`config.mk`:
```
export PLATFORM = sky130hd
export DESIGN_NAME = score_tracker_bcd_flat
export DESIGN_NICKNAME = d
export VERILOG_FILES = /design/src/rtl/score_tracker_bcd_pkg.sv /design/src/rtl/score_tracker_bcd_if.sv /design/src/rtl/score_tracker_bcd_digit_add.sv /design/src/rtl/score_tracker_bcd.sv /design/src/flat_wrapper.sv
export SDC_FILE = /design/constraint.sdc
export NUM_CORES = 1
export LEC_CHECK = 0
export CAP_MARGIN = 10
export CELL_PAD_IN_SITES_DETAIL_PLACEMENT = 1
export CELL_PAD_IN_SITES_GLOBAL_PLACEMENT = 2
export CORE_MARGIN = 5
export CORE_UTILIZATION = 37
export CTS_BUF_LIST = sky130_fd_sc_hd__clkbuf_16
export DETAILED_ROUTE_END_ITERATION = 7
export PLACE_DENSITY = 0.94
export SYNTH_ARGS = -nofsm -noshare
export SYNTH_HDL_FRONTEND = slang
export SYNTH_HIERARCHICAL = 1
export SYNTH_SLANG_ARGS = --single-unit
```
`constraint.sdc`:
```
create_clock -name clk -period 17.4 [get_ports clk]
set_clock_uncertainty 0.15 [all_clocks]
set_input_delay 4.35 -clock clk [delete_from_list [all_inputs] [get_ports clk]]
set_output_delay 4.35 -clock clk [all_outputs]
set_load 0.1 [all_outputs]
```
`src/rtl/score_tracker_bcd_pkg.sv`:
```
// -----------------------------------------------------------------------------
// score_tracker_bcd_pkg
//   Shared definitions for the Snake score tracker: game state encoding and
//   the width of one BCD digit.
// -----------------------------------------------------------------------------
package score_tracker_bcd_pkg;

    // Width of one packed BCD digit (one 7-seg nibble).
    localparam int DIGIT_W = 4;

    // Largest supported digit count; the score range is 0 .. 10^NDIG-1.
    localparam int MAX_NDIG = 6;

    // Game state as seen on the o_state output.
    typedef enum logic [1:0] {
        ST_IDLE = 2'd0,
        ST_PLAY = 2'd1,
        ST_OVER = 2'd2
    } state_t;

endpackage

```
`src/rtl/score_tracker_bcd_if.sv`:
```
// -----------------------------------------------------------------------------
// score_tracker_bcd_if
//   Connects the game FSM (master) to the score tracker (slave) and carries
//   the BCD displays back out to the hex decoders.
//   master : drives i_start, i_increment, i_game_over, i_clear_high
//   slave  : drives o_cur_bcd, o_high_bcd, o_new_high, o_saturated, o_state
// -----------------------------------------------------------------------------
interface score_tracker_bcd_if
    import score_tracker_bcd_pkg::*;
#(
    parameter int NDIG = 3
);

    logic                    i_start;       // level, rising edge starts a game
    logic                    i_increment;   // level, rising edge adds STEP
    logic                    i_game_over;   // level, rising edge ends the game
    logic                    i_clear_high;  // level, clears high score in IDLE/OVER
    logic [DIGIT_W*NDIG-1:0] o_cur_bcd;     // current score, digit 0 = ones
    logic [DIGIT_W*NDIG-1:0] o_high_bcd;    // best score since reset or clear
    logic                    o_new_high;    // last game_over raised the high score
    logic                    o_saturated;   // current score is all 9s
    state_t                  o_state;       // IDLE / PLAY / OVER

    modport master (
        output i_start, i_increment, i_game_over, i_clear_high,
        input  o_cur_bcd, o_high_bcd, o_new_high, o_saturated, o_state
    );

    modport slave (
        input  i_start, i_increment, i_game_over, i_clear_high,
        output o_cur_bcd, o_high_bcd, o_new_high, o_saturated, o_state
    );

endinterface

```
`src/rtl/score_tracker_bcd_digit_add.sv`:
```
// -----------------------------------------------------------------------------
// score_tracker_bcd_digit_add
//   One stage of a ripple BCD adder: digit + addend + carry_in.
//   Ports:
//     i_digit   in  4  current BCD digit (0..9)
//     i_addend  in  4  BCD addend (0..9)
//     i_carry   in  1  carry from the next lower digit
//     o_digit   out 4  resulting BCD digit (0..9)
//     o_carry   out 1  carry into the next higher digit
// -----------------------------------------------------------------------------
module score_tracker_bcd_digit_add
    import score_tracker_bcd_pkg::*;
(
    input  logic [DIGIT_W-1:0] i_digit,
    input  logic [DIGIT_W-1:0] i_addend,
    input  logic               i_carry,
    output logic [DIGIT_W-1:0] o_digit,
    output logic               o_carry
);

    // Raw binary sum fits in 5 bits: at most 9 + 9 + 1 = 19.
    logic [DIGIT_W:0] w_raw;
    logic [DIGIT_W:0] w_wrapped;
    logic             w_wrap;

    assign w_raw     = {1'b0, i_digit} + {1'b0, i_addend} + {{DIGIT_W{1'b0}}, i_carry};
    assign w_wrap    = (w_raw > 5'd9);
    assign w_wrapped = w_raw - 5'd10;

    assign o_carry = w_wrap;
    assign o_digit = w_wrap ? w_wrapped[DIGIT_W-1:0] : w_raw[DIGIT_W-1:0];

endmodule

```
`src/rtl/score_tracker_bcd.sv`:
```
// -----------------------------------------------------------------------------
// score_tracker_bcd
//   Snake score and high-score tracker. Counts the current score in packed
//   BCD, saturating at all 9s, and keeps the best score across games.
//   Parameters:
//     NDIG  number of BCD digits (1..6)
//     STEP  points per accepted increment (1..9)
//   Ports:
//     clk   in  system clock
//     rst   in  asynchronous, active-low reset
//     bus   slave side of score_tracker_bcd_if (see interface for signals)
// -----------------------------------------------------------------------------
module score_tracker_bcd
    import score_tracker_bcd_pkg::*;
#(
    parameter int NDIG = 3,
    parameter int STEP = 1
) (
    input  logic              clk,
    input  logic              rst,
    score_tracker_bcd_if.slave bus
);

    localparam int              W         = DIGIT_W * NDIG;
    localparam logic [W-1:0]    ALL_NINES = {NDIG{4'h9}};
    localparam logic [DIGIT_W-1:0] STEP_D = DIGIT_W'(STEP);

    // Edge-detect history, one flop per level input.
    logic         r_start_q;
    logic         r_inc_q;
    logic         r_go_q;

    state_t       r_state;
    logic [W-1:0] r_cur;
    logic [W-1:0] r_high;
    logic         r_new_high;

    logic         w_rise_start;
    logic         w_rise_inc;
    logic         w_rise_go;
    logic [W-1:0] w_sum;
    logic [NDIG:0] w_carry;
    logic [W-1:0] w_cur_inc;
    logic         w_cur_gt_high;

    assign w_rise_start = bus.i_start     & ~r_start_q;
    assign w_rise_inc   = bus.i_increment & ~r_inc_q;
    assign w_rise_go    = bus.i_game_over & ~r_go_q;

    // Ripple BCD add: STEP enters digit 0, higher digits only take the carry.
    assign w_carry[0] = 1'b0;

    for (genvar g = 0; g < NDIG; g++) begin : g_add
        localparam logic [DIGIT_W-1:0] ADDEND = (g == 0) ? STEP_D : '0;

        score_tracker_bcd_digit_add u_digit_add (
            .i_digit  (r_cur[DIGIT_W*g +: DIGIT_W]),
            .i_addend (ADDEND),
            .i_carry  (w_carry[g]),
            .o_digit  (w_sum[DIGIT_W*g +: DIGIT_W]),
            .o_carry  (w_carry[g+1])
        );
    end

    // A carry out of the top digit would wrap the score; pin it at all 9s.
    assign w_cur_inc = w_carry[NDIG] ? ALL_NINES : w_sum;

    // MSD-first digit compare: cur > high is decided by the first digit pair
    // that differs, scanning down from the top.
    logic [NDIG:0] w_gt;
    logic [NDIG:1] w_eq;

    assign w_gt[NDIG] = 1'b0;
    assign w_eq[NDIG] = 1'b1;

    for (genvar g = NDIG - 1; g >= 0; g--) begin : g_cmp
        logic [DIGIT_W-1:0] w_cd;
        logic [DIGIT_W-1:0] w_hd;

        assign w_cd    = r_cur [DIGIT_W*g +: DIGIT_W];
        assign w_hd    = r_high[DIGIT_W*g +: DIGIT_W];
        assign w_gt[g] = w_gt[g+1] | (w_eq[g+1] & (w_cd > w_hd));

        if (g > 0) begin : g_eq
            assign w_eq[g] = w_eq[g+1] & (w_cd == w_hd);
        end
    end

    assign w_cur_gt_high = w_gt[0];

    // NOTE: clocked state uses non-blocking assignments so every flop updates
    // from pre-edge values, independent of statement order.
    always_ff @(posedge clk or negedge rst) begin
        if (!rst) begin
            r_start_q  <= 1'b0;
            r_inc_q    <= 1'b0;
            r_go_q     <= 1'b0;
            r_state    <= ST_IDLE;
            r_cur      <= '0;
            r_high     <= '0;
            r_new_high <= 1'b0;
        end else begin
            r_start_q <= bus.i_start;
            r_inc_q   <= bus.i_increment;
            r_go_q    <= bus.i_game_over;

            case (r_state)
                ST_PLAY: begin
                    // start beats game_over beats increment; clear_high is
                    // deliberately ignored while a game is running.
                    if (w_rise_start) begin
                        r_cur      <= '0;
                        r_new_high <= 1'b0;
                    end else if (w_rise_go) begin
                        r_state <= ST_OVER;
                        if (w_cur_gt_high) begin
                            r_high     <= r_cur;
                            r_new_high <= 1'b1;
                        end else begin
                            r_new_high <= 1'b0;
                        end
                    end else if (w_rise_inc) begin
                        r_cur <= w_cur_inc;
                    end
                end

                default: begin  // ST_IDLE, ST_OVER
                    if (bus.i_clear_high) begin
                        r_high     <= '0;
                        r_new_high <= 1'b0;
                    end
                    if (w_rise_start) begin
                        r_state    <= ST_PLAY;
                        r_cur      <= '0;
                        r_new_high <= 1'b0;
                    end
                end
            endcase
        end
    end

    assign bus.o_cur_bcd   = r_cur;
    assign bus.o_high_bcd  = r_high;
    assign bus.o_new_high  = r_new_high;
    assign bus.o_state     = r_state;
    assign bus.o_saturated = (r_cur == ALL_NINES);

endmodule
```
`src/flat_wrapper.sv`:
```
// flat-port wrapper written by rule: the top's interface ports become plain ports
module score_tracker_bcd_flat import score_tracker_bcd_pkg::*;
#(
    parameter int NDIG = 3,
    parameter int STEP = 1
)
  (clk, rst, bus_i_start, bus_i_increment, bus_i_game_over, bus_i_clear_high, bus_o_cur_bcd, bus_o_high_bcd, bus_o_new_high, bus_o_saturated, bus_o_state);
  score_tracker_bcd_if #(.NDIG(NDIG)) bus_i ();
  input  logic clk;
  input  logic rst;
  input wire logic [$bits(bus_i.i_start)-1:0] bus_i_start;
  input wire logic [$bits(bus_i.i_increment)-1:0] bus_i_increment;
  input wire logic [$bits(bus_i.i_game_over)-1:0] bus_i_game_over;
  input wire logic [$bits(bus_i.i_clear_high)-1:0] bus_i_clear_high;
  output wire logic [$bits(bus_i.o_cur_bcd)-1:0] bus_o_cur_bcd;
  output wire logic [$bits(bus_i.o_high_bcd)-1:0] bus_o_high_bcd;
  output wire logic [$bits(bus_i.o_new_high)-1:0] bus_o_new_high;
  output wire logic [$bits(bus_i.o_saturated)-1:0] bus_o_saturated;
  output wire logic [$bits(bus_i.o_state)-1:0] bus_o_state;
  assign bus_i.i_start = bus_i_start;
  assign bus_i.i_increment = bus_i_increment;
  assign bus_i.i_game_over = bus_i_game_over;
  assign bus_i.i_clear_high = bus_i_clear_high;
  assign bus_o_cur_bcd = bus_i.o_cur_bcd;
  assign bus_o_high_bcd = bus_i.o_high_bcd;
  assign bus_o_new_high = bus_i.o_new_high;
  assign bus_o_saturated = bus_i.o_saturated;
  assign bus_o_state = bus_i.o_state;
  score_tracker_bcd #(.NDIG(NDIG), .STEP(STEP)) u_core (.clk(clk), .rst(rst), .bus(bus_i));
endmodule
```
* Yosys cells after proc, flatten, opt, wreduce, memory -nomap -nowiden *
Index checks and enable logic that the tools add are counted.

operators by class
  add/sub/neg operators = 5
  $lt $le $gt $ge = 6
  equal/unequal tests = 9
  muxes and demuxes = 23
  bitwise logic cells = 11
  reduce and logical (&&, ||, !) cells = 9

operators by type and width
  cell                  count
  $mux 12               11
  $gt 5x4->1 const B    3
  $eq 12x12->1 const B  1
  $gt 4x4->1            3
  $add 4x1->5           2
  $eq 4x4->1            2
  $mux 2                4
  $mux 4                2
  $reduce_bool 2->1     4
  $sub 4x4->4 const B   2
  $and 1x1->1           6
  $mux 1                6
  $ne 2x1->1 const B    3
  $reduce_and 3->1      2
  $add 4x1->5 const B   1
  $reduce_and 4->1      1
  $ne 3x1->1 const B    1
  $not 1->1             3
  $reduce_bool 3->1     1
  $eq 2x1->1 const B    1
  $ne 2x2->1 const B    1
  $or 1x1->1            2
  $reduce_and 2->1      1

word-level totals
  flip-flop bits (word level) = 30
  output and inout port bits = 28
  word-level logic and storage cells = 70

* Longest topological paths before layout *
  word-level depth = 11
  gate-level depth with buffers = 21
  mapped depth without buffers = 21

* Modules after synthesis *
Netlist, hierarchy kept.

by module, submodules not included
  module                       times used  cells an instance  area an instance (µm²)  sequential area each (µm²)
  score_tracker_bcd            1           158                1621.6                  750.7
  score_tracker_bcd_digit_add  3           22                 211.5                   0.0

* Worst setup path before layout *
Ideal clock, no wire load.

  path kind = reg-to-output
  from = reg u_core.r_cur[11], in the netlist u_core/bus.o_cur_bcd[11]
  to = out bus_o_saturated
  arrival time = 3.245 ns
  path slack = 9.655 ns
  stages on the path, launching flop included = 3
  buffers on the path = 0
  cell sequence = dfrtp_1 > nand4_1 > nor3_1

between the ends
  word-level cells in the longest chain between the ends = 1

RTL lines
  item                    line                      RTL
  start, declared         score_tracker_bcd.sv:34   logic [W-1:0] r_cur;
  start signal, assigned  score_tracker_bcd.sv:123  r_cur <= w_cur_inc;
  $eq 12x12->1            score_tracker_bcd.sv:146  assign bus.o_saturated = (r_cur == ALL_NINES);
  end, declared           flat_wrapper.sv:18        output wire logic [$bits(bus_i.o_saturated)-1:0] bus_o_saturated;

Every way passes these cells.

* Worst setup path after layout *
  from = reg u_core.r_cur[5], in the netlist u_core/bus.o_cur_bcd[5]
  to = out bus_o_saturated

The elaborated chain is that of the path after synthesis.

==> qor.csv <==
metric,value,unit
Setup Viol. Count Final,0,
H-tree levels,2,
"Setup Fix Bufs, Post-CTS",0,
initial antenna violation count,0,
RSZ-0062 raised after global routing,no,
"Top FF cell, synth",dfrtp_1,
post-route ant nets,0,
CP top delay family,buffers and inverters,
critical path class,reg2out,
layout cells sized above 1,0.0833,
dominant cell type by area after synthesis,dfrtp_1,
clock latency on the worst-skew pair,0.27,ns
post-synthesis compound-gate area fraction,0.202,
clock transition at the registers of the reported paths,0.05,ns
nets@finish,312,
post-CTS sizing,0,
largest family of logic cells by synthesized area,compound AO/OA/AOI/OAI gates,
"Avg Cell Area, Syn",10.1,um^2
Max Fclk,144,MHz
die area,0.00776,mm^2
Post-Synth Simple-Gate Area,0.111,
adder-cell share of the synthesized area,0.192,
#FFs+latches synth,30,
Crit path required time,12.90,ns
ant diodes,0,
"Cell Area, Synth",0.00226,mm^2
xor/xnor share of the synthesized area,0.0233,
DRT Wirelength,6030,um
Synth cell types,39,
status,"complete, no violations",
min-delay worst type,reg2reg,
DRC violations left,0,
Post-synth EDFFs,0,
TNS Setup,0,ns
GRT overflow,0,
IO Port Bufs,33,
CTS Buf Count,5,
max-cap check violation count,0,
Buf/Inv on CP,2,
Slowest cell on crit path,clkdlybuf4s50_1,
Vias,1822,
CTS max path bufs,2,
core area,0.00592,mm^2
CTS tree,done,
sequential area share after synthesis,0.333,
crit path time final,6.97,ns
CP endpoint kind,output pin,
first-pass GRT wire length,10500,um
Slew Limit Fails,0,
Clk Tree Root Cell,clkbuf_16,
Synthesis Warnings,6,
gr usage total,0.176,
"Max FO, Critical Path",5,
max_slew headroom,0.340,
routed len/inst,17.2,um
number of hold buffers added after cts,0,
hold slack final,0.364,ns
I/O pins,34,
crit-path cells,"inv_1, nand4_1, nor3_1, clkdlybuf4s50_1",
crit path DAT,2.47,ns
Detailed Route Iter0 Violations,33,
Initial DRT Pass Iterations,4,
Starting Density,0.381,
vias in the first global route,2058,
die height,88.1,um
Rows,28,
DR vias/cell,5.19,
Detail Placement HPWL,4800,um
Fill cells,695,
Die W,88.1,um
CTS Sinks,30,
Worst Setup Start Kind,flop,
final worst-path cycle share,0.400,
Synth top area share,0.333,
Area Growth Syn to Fin,26.5,%
ranking of synthesized cells by area,"dfrtp_1 33%, ha_1 14%, mux2i_1 6.7%",
CP max stage delay,1.18,ns
mux share of post-synthesis cell area,0.0715,
gpl congestion,0.862,
Syn Inst Count,224,
pin count of the biggest net entering global routing,31,
"Hold Vio Cnt, Final",0,
Worst Tran Pin Value,0.987,ns
fraction of registers with async set/reset,1.00,
-- area by class of cell --
type,count,area [um^2],share of cell area
timing repair buffer,35,345,0.121
multi-input combinational,174,1410,0.495
clock buffer,5,125,0.0438
tap,75,93.8,0.0329
clock inverter,3,16.3,0.00570
sequential,30,751,0.263
inverter,29,109,0.0381
-- synth_stat cells (all sizes together) (4+ instances only) --
cell	count
a21oi	12
a21o	4
nor2b	6
nand2	16
o21ai	15
o211ai	7
ha	25
xnor2	6
nand3	9
nand4	5
a2111oi	4
inv	29
dfrtp	30
fa	6
mux2i	15
-- metrics by stage --
step	worst slack (ns)	instances	cell area (um^2)	util
finish	10.43	351	2850	0.482
global route	10.23	351	2850	0.482
CTS	10.42	351	2850	0.482
detailed placement	10.73	343	2710	0.458
global placement	10.71	343	2710	0.458
floorplan	9.65	238	2310	-
-- layer usage --
| layer | up-vias | global-route usage | share of wire |
|---|---|---|---|
| met4 | 0 | 0.0646 | 0.021 |
| met1 | 878 | 0.233 | 0.47 |
| met2 | 39 | 0.296 | 0.48 |
| met5 | - | 0 | 0 |
| li1 | 894 | - | - |
| met3 | 11 | 0.0198 | 0.029 |
-- cell usage in the layout (no fill, tap or decap), types with 7 or more instances in the layout --
| cell | n |
|---|---|
| a21oi_1 | 12 |
| clkdlybuf4s50_1 | 33 |
| conb_1 | 16 |
| dfrtp_1 | 30 |
| ha_1 | 25 |
| inv_1 | 28 |
| mux2i_1 | 15 |
| nand2_1 | 16 |
| nand3_1 | 9 |
| o211ai_1 | 7 |
| o21ai_0 | 8 |
| o21ai_1 | 7 |
-- registers in the layout (all words and copies together) (netlist names) --
signal	cells
u_core/bus.o_cur_bcd	12
u_core/bus.o_high_bcd	12
u_core/r_go_q	1
u_core/bus.o_state	2
u_core/bus.o_new_high	1
u_core/r_start_q	1
u_core/r_inc_q	1
-- worst min-delay path: stages, from the launching register on --
cell and delay (ns):
dfrtp_1 0.36, nand2_1 0.05, o21ai_0 0.06
-- cell families (layout without fill, tap and decap cells) --
| family | Yosys count | in the layout |
|---|---|---|
| other cells | 2 | 16 |
| flops | 30 | 30 |
| mux | 16 | 16 |
| compound gates | 58 | 58 |
| xor+xnor | 6 | 6 |
| simple gates | 47 | 47 |
| buf+inv | 34 | 72 |
| fa+ha+maj | 31 | 31 |
-- final timing paths --
path / from / to / slack, ns / depth (start not counted)
worst max-delay path: u_core/bus.o_cur_bcd[5] / bus_o_saturated / 10.43 / 4
worst min-delay path: u_core/bus.o_state[1] / u_core/bus.o_state[1] / 0.36 / 2
worst max register to register: u_core/bus.o_cur_bcd[0] / u_core/bus.o_cur_bcd[5] / 10.68 / 21
worst min register to register: u_core/bus.o_state[1] / u_core/bus.o_state[1] / 0.36 / 2
max in group asynchronous: rst / u_core/bus.o_high_bcd[6] / 12.47 / 2
min in group asynchronous: rst / u_core/bus.o_high_bcd[8] / 4.32 / 2
Power is left out: the tool's default activity adds up to more than one toggle a clock period on the data nets, which glitch-free logic cannot reach.
